$ cat src/rtl/shift_frame_pkg.sv
// Shared types and helpers for the serial frame receiver.
package shift_frame_pkg;

  typedef enum logic {
    IDLE  = 1'b0,
    SHIFT = 1'b1
  } state_t;

  // Counter width: enough bits to hold 0..width-1, never less than one.
  function automatic int cnt_w(input int width);
    return (width <= 2) ? 1 : $clog2(width);
  endfunction

endpackage

$ cat src/rtl/frame_bit_counter.sv
// Bit counter for one frame: counts strobes 0..WIDTH-1 and wraps on terminal count.
module frame_bit_counter
  import shift_frame_pkg::*;
#(
  parameter int WIDTH = 8,
  localparam int CNT_W = cnt_w(WIDTH)
) (
  input  logic             clk,
  input  logic             rst,
  input  logic             clr,
  input  logic             en,
  output logic [CNT_W-1:0] count,
  output logic             co
);

  logic [CNT_W-1:0] r_count;

  assign count = r_count;
  // Terminal count is combinational so the frame completes on this same edge.
  assign co    = en & (r_count == CNT_W'(WIDTH - 1));

  // Clear beats counting; wrap to zero on terminal count.
  always_ff @(posedge clk) begin
    if (rst)       r_count <= '0;
    else if (clr)  r_count <= '0;
    else if (en)   r_count <= co ? '0 : r_count + 1'b1;
  end

endmodule

$ cat src/rtl/shift_frame_rx.sv
// Serial-to-parallel frame receiver with a one-deep output register and overrun flag.
module shift_frame_rx
  import shift_frame_pkg::*;
#(
  parameter int               WIDTH      = 8,
  parameter int               MSB_FIRST  = 1,
  parameter int               CONTINUOUS = 1,
  parameter logic [WIDTH-1:0] INIT_VAL   = '0,
  localparam int              CNT_W      = cnt_w(WIDTH)
) (
  input  logic             clk,
  input  logic             rst,
  input  logic             start,
  input  logic             en,
  input  logic             si,
  input  logic             init,
  input  logic             out_ready,
  input  logic             clr_ovr,
  output logic [WIDTH-1:0] po,
  output logic [CNT_W-1:0] bit_cnt,
  output logic             co,
  output logic [WIDTH-1:0] out_data,
  output logic             out_valid,
  output logic             busy,
  output logic             overrun
);

  state_t           r_state, w_state_nxt;
  logic [WIDTH-1:0] r_po, w_po_shift, r_out_data;
  logic             r_out_valid, r_ovr;
  logic             w_shift_st, w_co, w_cand, w_drop;

  assign w_shift_st = (r_state == SHIFT);

  // Counter runs only on strobes in SHIFT; start restarts the frame count.
  frame_bit_counter #(.WIDTH(WIDTH)) u_cnt (
    .clk   (clk),
    .rst   (rst),
    .clr   (start),
    .en    (w_shift_st & en),
    .count (bit_cnt),
    .co    (w_co)
  );

  // A restart on the terminal strobe discards the frame rather than completing it.
  assign w_cand = w_co & ~start;
  assign w_drop = w_cand & r_out_valid & ~out_ready;

  generate
    if (MSB_FIRST != 0) begin : g_msb
      assign w_po_shift = {r_po[WIDTH-2:0], si};
    end else begin : g_lsb
      assign w_po_shift = {si, r_po[WIDTH-1:1]};
    end
  endgenerate

  // State register.
  always_ff @(posedge clk) begin
    if (rst) r_state <= IDLE;
    else     r_state <= w_state_nxt;
  end

  // Next state: start enters SHIFT; a completed frame leaves it unless continuous.
  always_comb begin
    w_state_nxt = r_state;
    case (r_state)
      IDLE:    if (start) w_state_nxt = SHIFT;
      SHIFT:   if (w_cand && CONTINUOUS == 0) w_state_nxt = IDLE;
      default: w_state_nxt = IDLE;
    endcase
  end

  // Shift register: init only in IDLE; in SHIFT shift on strobe unless restarting.
  always_ff @(posedge clk) begin
    if (rst)                 r_po <= INIT_VAL;
    else if (!w_shift_st)    begin
      if (init)              r_po <= INIT_VAL;
    end
    else if (en && !start)   r_po <= w_po_shift;
  end

  // Output holding register and sticky overrun (a drop beats a clear).
  always_ff @(posedge clk) begin
    if (rst) begin
      r_out_data  <= '0;
      r_out_valid <= 1'b0;
      r_ovr       <= 1'b0;
    end else begin
      if (w_cand) begin
        if (!r_out_valid || out_ready) begin
          r_out_data  <= w_po_shift;
          r_out_valid <= 1'b1;
        end
      end else if (r_out_valid && out_ready) begin
        r_out_valid <= 1'b0;
      end
      if (w_drop)       r_ovr <= 1'b1;
      else if (clr_ovr) r_ovr <= 1'b0;
    end
  end

  assign po        = r_po;
  assign co        = w_co;
  assign out_data  = r_out_data;
  assign out_valid = r_out_valid;
  assign busy      = w_shift_st;
  assign overrun   = r_ovr;

endmodule

$ cat config.mk
export PLATFORM = sky130hd
export DESIGN_NAME = shift_frame_rx
export DESIGN_NICKNAME = d
export VERILOG_FILES = /design/src/rtl/shift_frame_pkg.sv /design/src/rtl/frame_bit_counter.sv /design/src/rtl/shift_frame_rx.sv
export SDC_FILE = /design/constraint.sdc
export NUM_CORES = 1
export LEC_CHECK = 0
export ABC_AREA = 1
export BUFFER_PORTS_ARGS = -buffer_cell sky130_fd_sc_hd__buf_4
export CAP_MARGIN = 20
export CORE_MARGIN = 5
export CORE_UTILIZATION = 45
export CTS_BUF_LIST = sky130_fd_sc_hd__clkbuf_4 sky130_fd_sc_hd__clkbuf_8
export DETAILED_ROUTE_END_ITERATION = 8
export PLACE_DENSITY = 0.71
export SETUP_SLACK_MARGIN = 0.2
export SLEW_MARGIN = 20
export SYNTH_ARGS = -nofsm -noshare
export SYNTH_HDL_FRONTEND = slang
export SYNTH_SLANG_ARGS = --single-unit
$ cat constraint.sdc
create_clock -name clk -period 1.5 [get_ports clk]
set_input_delay 0.075 -clock clk [delete_from_list [all_inputs] [get_ports clk]]
set_output_delay 0.075 -clock clk [all_outputs]
set_load 0.005 [all_outputs]
Word-level counts from Yosys, hierarchy flattened:

Cells that the tools add are included.

* output and inout port bits: 23
* bits of input ports: 8
* register bits: 22

* multiplexer cells: 11
* bitwise operators: 7
* add/sub/neg operators: 1
* reductions and logical operators: 12
* equal/unequal tests: 3

Operator list (number)
* $mux W8: 3
* $mux W1: 7
* $reduce_and A2 Y1: 3
* $reduce_bool A2 Y1: 3
* $and A1 B1 Y1: 5
* $ne A2 B1 Y1 const B: 2
* $add A3 B1 Y3 const B: 1
* $eq A3 B3 Y1 const B: 1
* $mux W3: 1
* $logic_and A1 B1 Y1: 2
* $logic_not A1 Y1: 2
* $not A1 Y1: 2
* $reduce_or A2 Y1: 1
* $logic_or A1 B1 Y1: 1

Longest topological paths before layout:

* depth after elaboration: 6
* gate-level depth with buffers: 6
* mapped depth without buffers: 6

By module:

From an unflattened synthesis, not the netlist that was laid out.

* cells, all modules: 118
* area, all modules: 930.9 sq um

Modules (own cells, without submodules)
* shift_frame_rx: instances 1, area an instance 779.5 sq um, sequential area each 380.4 sq um, cells each 97
* frame_bit_counter: instances 1, area an instance 151.4 sq um, sequential area each 60.1 sq um, cells each 21

Least setup slack after synthesis:

Ideal clock, no wire load.

* path type: reg2reg
* from: reg u_cnt.r_count[0] (netlist: u_cnt.count[0])
* to: reg u_cnt.r_count[0] (netlist: u_cnt.count[0])
* slack: 0.217 ns
* buffers on the path: 1
* data arrival time: 1.167 ns
* setup time: 0.116 ns
* required time: 1.384 ns
* stages on the path, launching flop included: 6
* cell sequence: dfxtp_1 > ha_1 > ha_1 > clkbuf_1 > o21ai_0 > o211a_1

* word-level cells in the longest chain between the ends: 3

Ends and longest elaborated chain
* from (decl): line frame_bit_counter.sv:16 `logic [CNT_W-1:0] r_count;`
* from (signal assigned): line frame_bit_counter.sv:26 `else if (en) r_count <= co ? '0 : r_count + 1'b1;`
* parallel branches: the longest is 2 deep, another holds $add A3 B1 Y3
* $mux W3 *: line frame_bit_counter.sv:26

Mark *: on every way between the ends.
A chain may end at the register's enable or synchronous reset.

Final worst setup path:

* from: reg u_cnt.r_count[1] (netlist: u_cnt.count[1])
* to: out co

* word-level cells in the longest chain between the ends: 2

Ends and longest elaborated chain
* $eq A3 B3 Y1: line frame_bit_counter.sv:20 `assign co = en & (r_count == CNT_W'(WIDTH - 1));`
* $and A1 B1 Y1: line frame_bit_counter.sv:20
* to (decl): line shift_frame_rx.sv:21 `output logic co,`

Every way passes these cells.

==> results by stage <==
Die:
- Measured along the y axis, the die boundary spans around 56 um.
- After floorplanning, the core was divided into 16 placement rows.
- The total area inside the core boundary comes to slightly below 2000 um^2.
- In this run the horizontal extent of the chip is approximately 56 um.
- The initial core utilization is between 40 and 50%.
- The number of primary I/O pins is 31.
- The floorplan step defined a die boundary enclosing approximately 3100 um^2.

Power and ir drop:
- The maximum ir drop on the vdd rail is around 0.63 mV.
- Of the total power, the clock network draws about a third.
- The sequential cell fraction of total power is 59.3%.
- Summed over all cells, the static leakage comes to approximately 0.58 nW.
- The design internal power is around 0.00077 W.
- The switching part of the total power is 22.69%.
- The share of total power in combinational logic is ~8.2%.
- The power per standard cell area is about 730 nW/um^2.
- The total net switching power is 0.0002267 W.

Timing:
- After layout, the worst setup slack is 0.1149 ns.
- Setup repair after global routing could not meet its margin everywhere.
- The clock period could shrink to between 1 and 1.5 ns.
- Setup violations remaining at the end of the flow were counted as 0.
- For this run, the top clock speed supported by timing is approximately 720 MHz.
- The final-report max-slew violation count is 0.
- The remaining max-slew budget at the tightest pin is between 80% and 90%.
- For the pin with the worst max-slew slack, the measured transition is 0.2546 ns.
- The post-route setup TNS is 0 ns.
- The hold violation total from the final report is 0.
- The share of the cycle needed by the critical path after routing is just over 90%.
- Between clock sinks in the finished design, the worst skew comes to ~0.006 ns.

Detailed routing:
- Dividing the detail-routed via count by the number of cells gives roughly 4.9.
- The first detailed-routing pass ran for 4 iterations.
- The residual DRC count is 0.
- The post-detailed-routing wire length is between 2000 and 2500 um.
- The post-detailed-route count of antenna-violating nets is 0.
- In this run, the number of DRC markers left after iteration 0 of detailed routing was 11.
- The average detailed-routed wire length per instance is ~12 um.
- The routed layout has ~930 vias.

Synth:
- In this run the cell area of the synthesized design comes to 953.4 um^2.
- The adder and majority cell fraction of the synthesized area is about 2.6%.
- The mean area per synthesized cell is approximately 8 um^2.
- Summing the areas of all and, or, nand and nor instances in the mapped netlist gives between 30% and 40% of the synthesized area.
- The synthesized netlist devotes 0% of its cell area to XOR and XNOR gates.
- The area fraction of the dominant cell type after synthesis is ~46%.
- Summing the sequential cell areas from Yosys gives 46.19% of the chip area.
- The synthesized flop and latch total is 22.
- The number of nets handed over by synthesis was 131.
- After synthesis, the largest family of logic cells by area is simple AND/OR/NAND/NOR gates.
- The synthesized netlist contains 19 unique library cells.
- The fraction of synthesized area in multiplexers is 0%.
- The synthesized netlist devotes approximately 12% of its cell area to compound gates.
- Counting every instance in the synthesized netlist gives between 100 and 150.
- By area the synthesized netlist is led by sky130_fd_sc_hd__dfxtp_1 46%, sky130_fd_sc_hd__a21oi_2 8.3%, sky130_fd_sc_hd__nor2_1 7.9%, sky130_fd_sc_hd__nand2_1 7.5%, sky130_fd_sc_hd__inv_1 6.7%.
- The most area-hungry cell type in the Yosys netlist is sky130_fd_sc_hd__dfxtp_1.
- Yosys printed 0 warnings.

Cells and area:
- The number of antenna diodes in the final layout is 0.
- The count of fill cells added during filler insertion is between 150 and 200.
- In the final layout, the share of cells above drive strength 1 is around two fifths.
- Leaving out fill and tap cells, the most frequent cells in the layout are 36 x sky130_fd_sc_hd__buf_4, 19 x sky130_fd_sc_hd__nor2_1, 19 x sky130_fd_sc_hd__nand2_1, 19 x sky130_fd_sc_hd__dfxtp_1, 16 x sky130_fd_sc_hd__inv_1.
- The net count of the finished layout is between 150 and 200.
- Leaving out fill and tap cells, the most frequent cell in the layout is sky130_fd_sc_hd__buf_4.
- The register cell area after layout is approximately 450 um^2.
- Compared with the post-synthesis result, the final layout area differs by 43.96%.
- The multi-input combinational cells in the finished layout cover a total of about 470 um^2.

Flow run:
- The count of max-cap constraint violations is 0.

Placement:
- The final estimated routing congestion in global placement is 0.7452.
- The number of I/O port buffers is 30.
- The detailed placement HPWL is 1550 um.
- OpenSTA, run right after detailed placement, puts the worst setup slack at between 0.1 and 0.15 ns.

Global routing:
- The met2 capacity usage during global routing is 24.54%.
- The most crowded layer after global routing is met2.
- The met1 usage in global routing is 18.85%.
- Entering global routing, the biggest net connects 14 pins.
- The total global-route track usage is ~15%.
- The number of global-route vias before repair is 897.
- The first-pass GRT wire length is between 3000 and 4000 um.
- The number of antenna violations at the first check in global routing was 0.
- The met3 routing resource usage after global routing is under 10%.
- The overflow left after global routing is 0.

Critical path:
- The class of the most critical setup path is reg2out.
- On the critical path, the stage with the largest delay is an instance of sky130_fd_sc_hd__dfxtp_4.
- Walking the worst path, the cells encountered are ha_4 -> ha_4 -> buf_6 -> inv_4 -> nor2_4 -> buf_6.
- The critical path launch point type is a flip-flop.
- Data on the critical path is required at its endpoint by around 1.4 ns.
- The worst setup path is captured at an output port.
- For this run, the slowest stage of the critical path takes about 0.38 ns.
- The peak fanout along the critical path is 3.
- The slack of the worst reg-to-reg path is 0.19 ns.
- For the worst setup path, the data arrival time is between 1 and 1.5 ns.

CTS:
- The cell chosen for the clock root is sky130_fd_sc_hd__clkbuf_4.
- The worst-skew pair later-pin latency is 0.31 ns.
- TritonCTS built the clock tree.
- The maximum count of clock buffers along a single path is 2.
- CTS built an H-tree with a depth of 1.
- Clock-pin slew was measured on the worst setup and hold paths at roughly 0.12 ns.
- The clock net in this run drives a total of 22 sinks.
- The number of clock buffers added by TritonCTS is 3.

Outcome:
- The run finished with clean final reports.

Min path:
- The type of the tightest min-delay check is in2reg.
==> what timing repair did <==
action / CTS / global route
setup endpoints to repair: 10 / 19
hold endpoints to repair: 0 / 1
buffers inserted: 4 / 3
pin swaps: 2 / 5
gates resized for setup: 10 / 7
hold buffers: 0 / 1
==> registers in the layout (all words and copies together), names as in the netlist <==
name / cells
out_data: 8
out_valid: 1
busy: 1
po: 8
u_cnt.count: 3
overrun: 1
==> through the flow <==
step	total power, W	instance area, um^2	hold WS (ns)	std cells	utilization [%]
final	0.0009992	1373	0.03531	189	69.26
after global routing	0.001043	1373	0.02567	189	69.26
after CTS	0.0009961	1310	0.001735	185	66.10
after detailed placement	0.0006743	1207	0.3440	177	60.92
after global placement	0.0006737	1207	0.3398	177	60.92
after floorplan	0.0006432	953.4	0.1374	121	-
==> layout make-up <==
| type | count | area share, % |
|---|---|---|
| clock buffer | 4 | 2.644 |
| inverter | 17 | 4.831 |
| multi-input combinational | 79 | 34.00 |
| sequential | 22 | 32.54 |
| tap | 27 | 2.461 |
| timing repair buffer | 40 | 23.52 |
==> power by group through the flow <==
stage          Clock [W]  Combinational [W]  Sequential, W
6_report        0.000325          0.0000817       0.000593
5_1_grt         0.000360          0.0000890       0.000594
4_1_cts         0.000332          0.0000707       0.000593
3_5_place_dp           0          0.0000685       0.000606
3_3_place_gp           0          0.0000680       0.000606
2_1_floorplan          0          0.0000377       0.000606
==> critical path: cells and delay by family, from the launching register on <==
kind	cells	cell delay, ns
flops	1	0.38
fa+ha+maj	2	0.32
simple gates	1	0.03
buf+inv	3	0.28
==> cell families (layout without fill, tap and decap cells) <==
kind of cell	count (synthesis)	count (layout)
buffers and inverters	20	61
AOI/OAI and AO/OA	15	15
adders and majority gates	2	2
DFF	22	22
and+or+nand+nor	62	62
==> routing by layer <==
metal	share of wire (%)	wire [um]
met5	0	0
met1	45	1005
met3	4.7	106
met2	49	1097
met4	1.1	25
==> worst paths after layout <==
check / from / end / cells after the start
worst max-delay path: u_cnt.count[1] / co / 6
worst max register to register: u_cnt.count[1] / u_cnt.count[2] / 8
worst min-delay path: rst / overrun / 2
worst min register to register: overrun / overrun / 2
==> cell usage after synthesis, drive strengths merged <==
cell	number
dfxtp	22
nor2	22
nand2	21
inv	17
a21oi	11
nand3	10
nand4	9
buf	2
ha	2
o21ai	2
a21boi	1
clkbuf	1
o211a	1
Power figures use the tool's default switching activity.
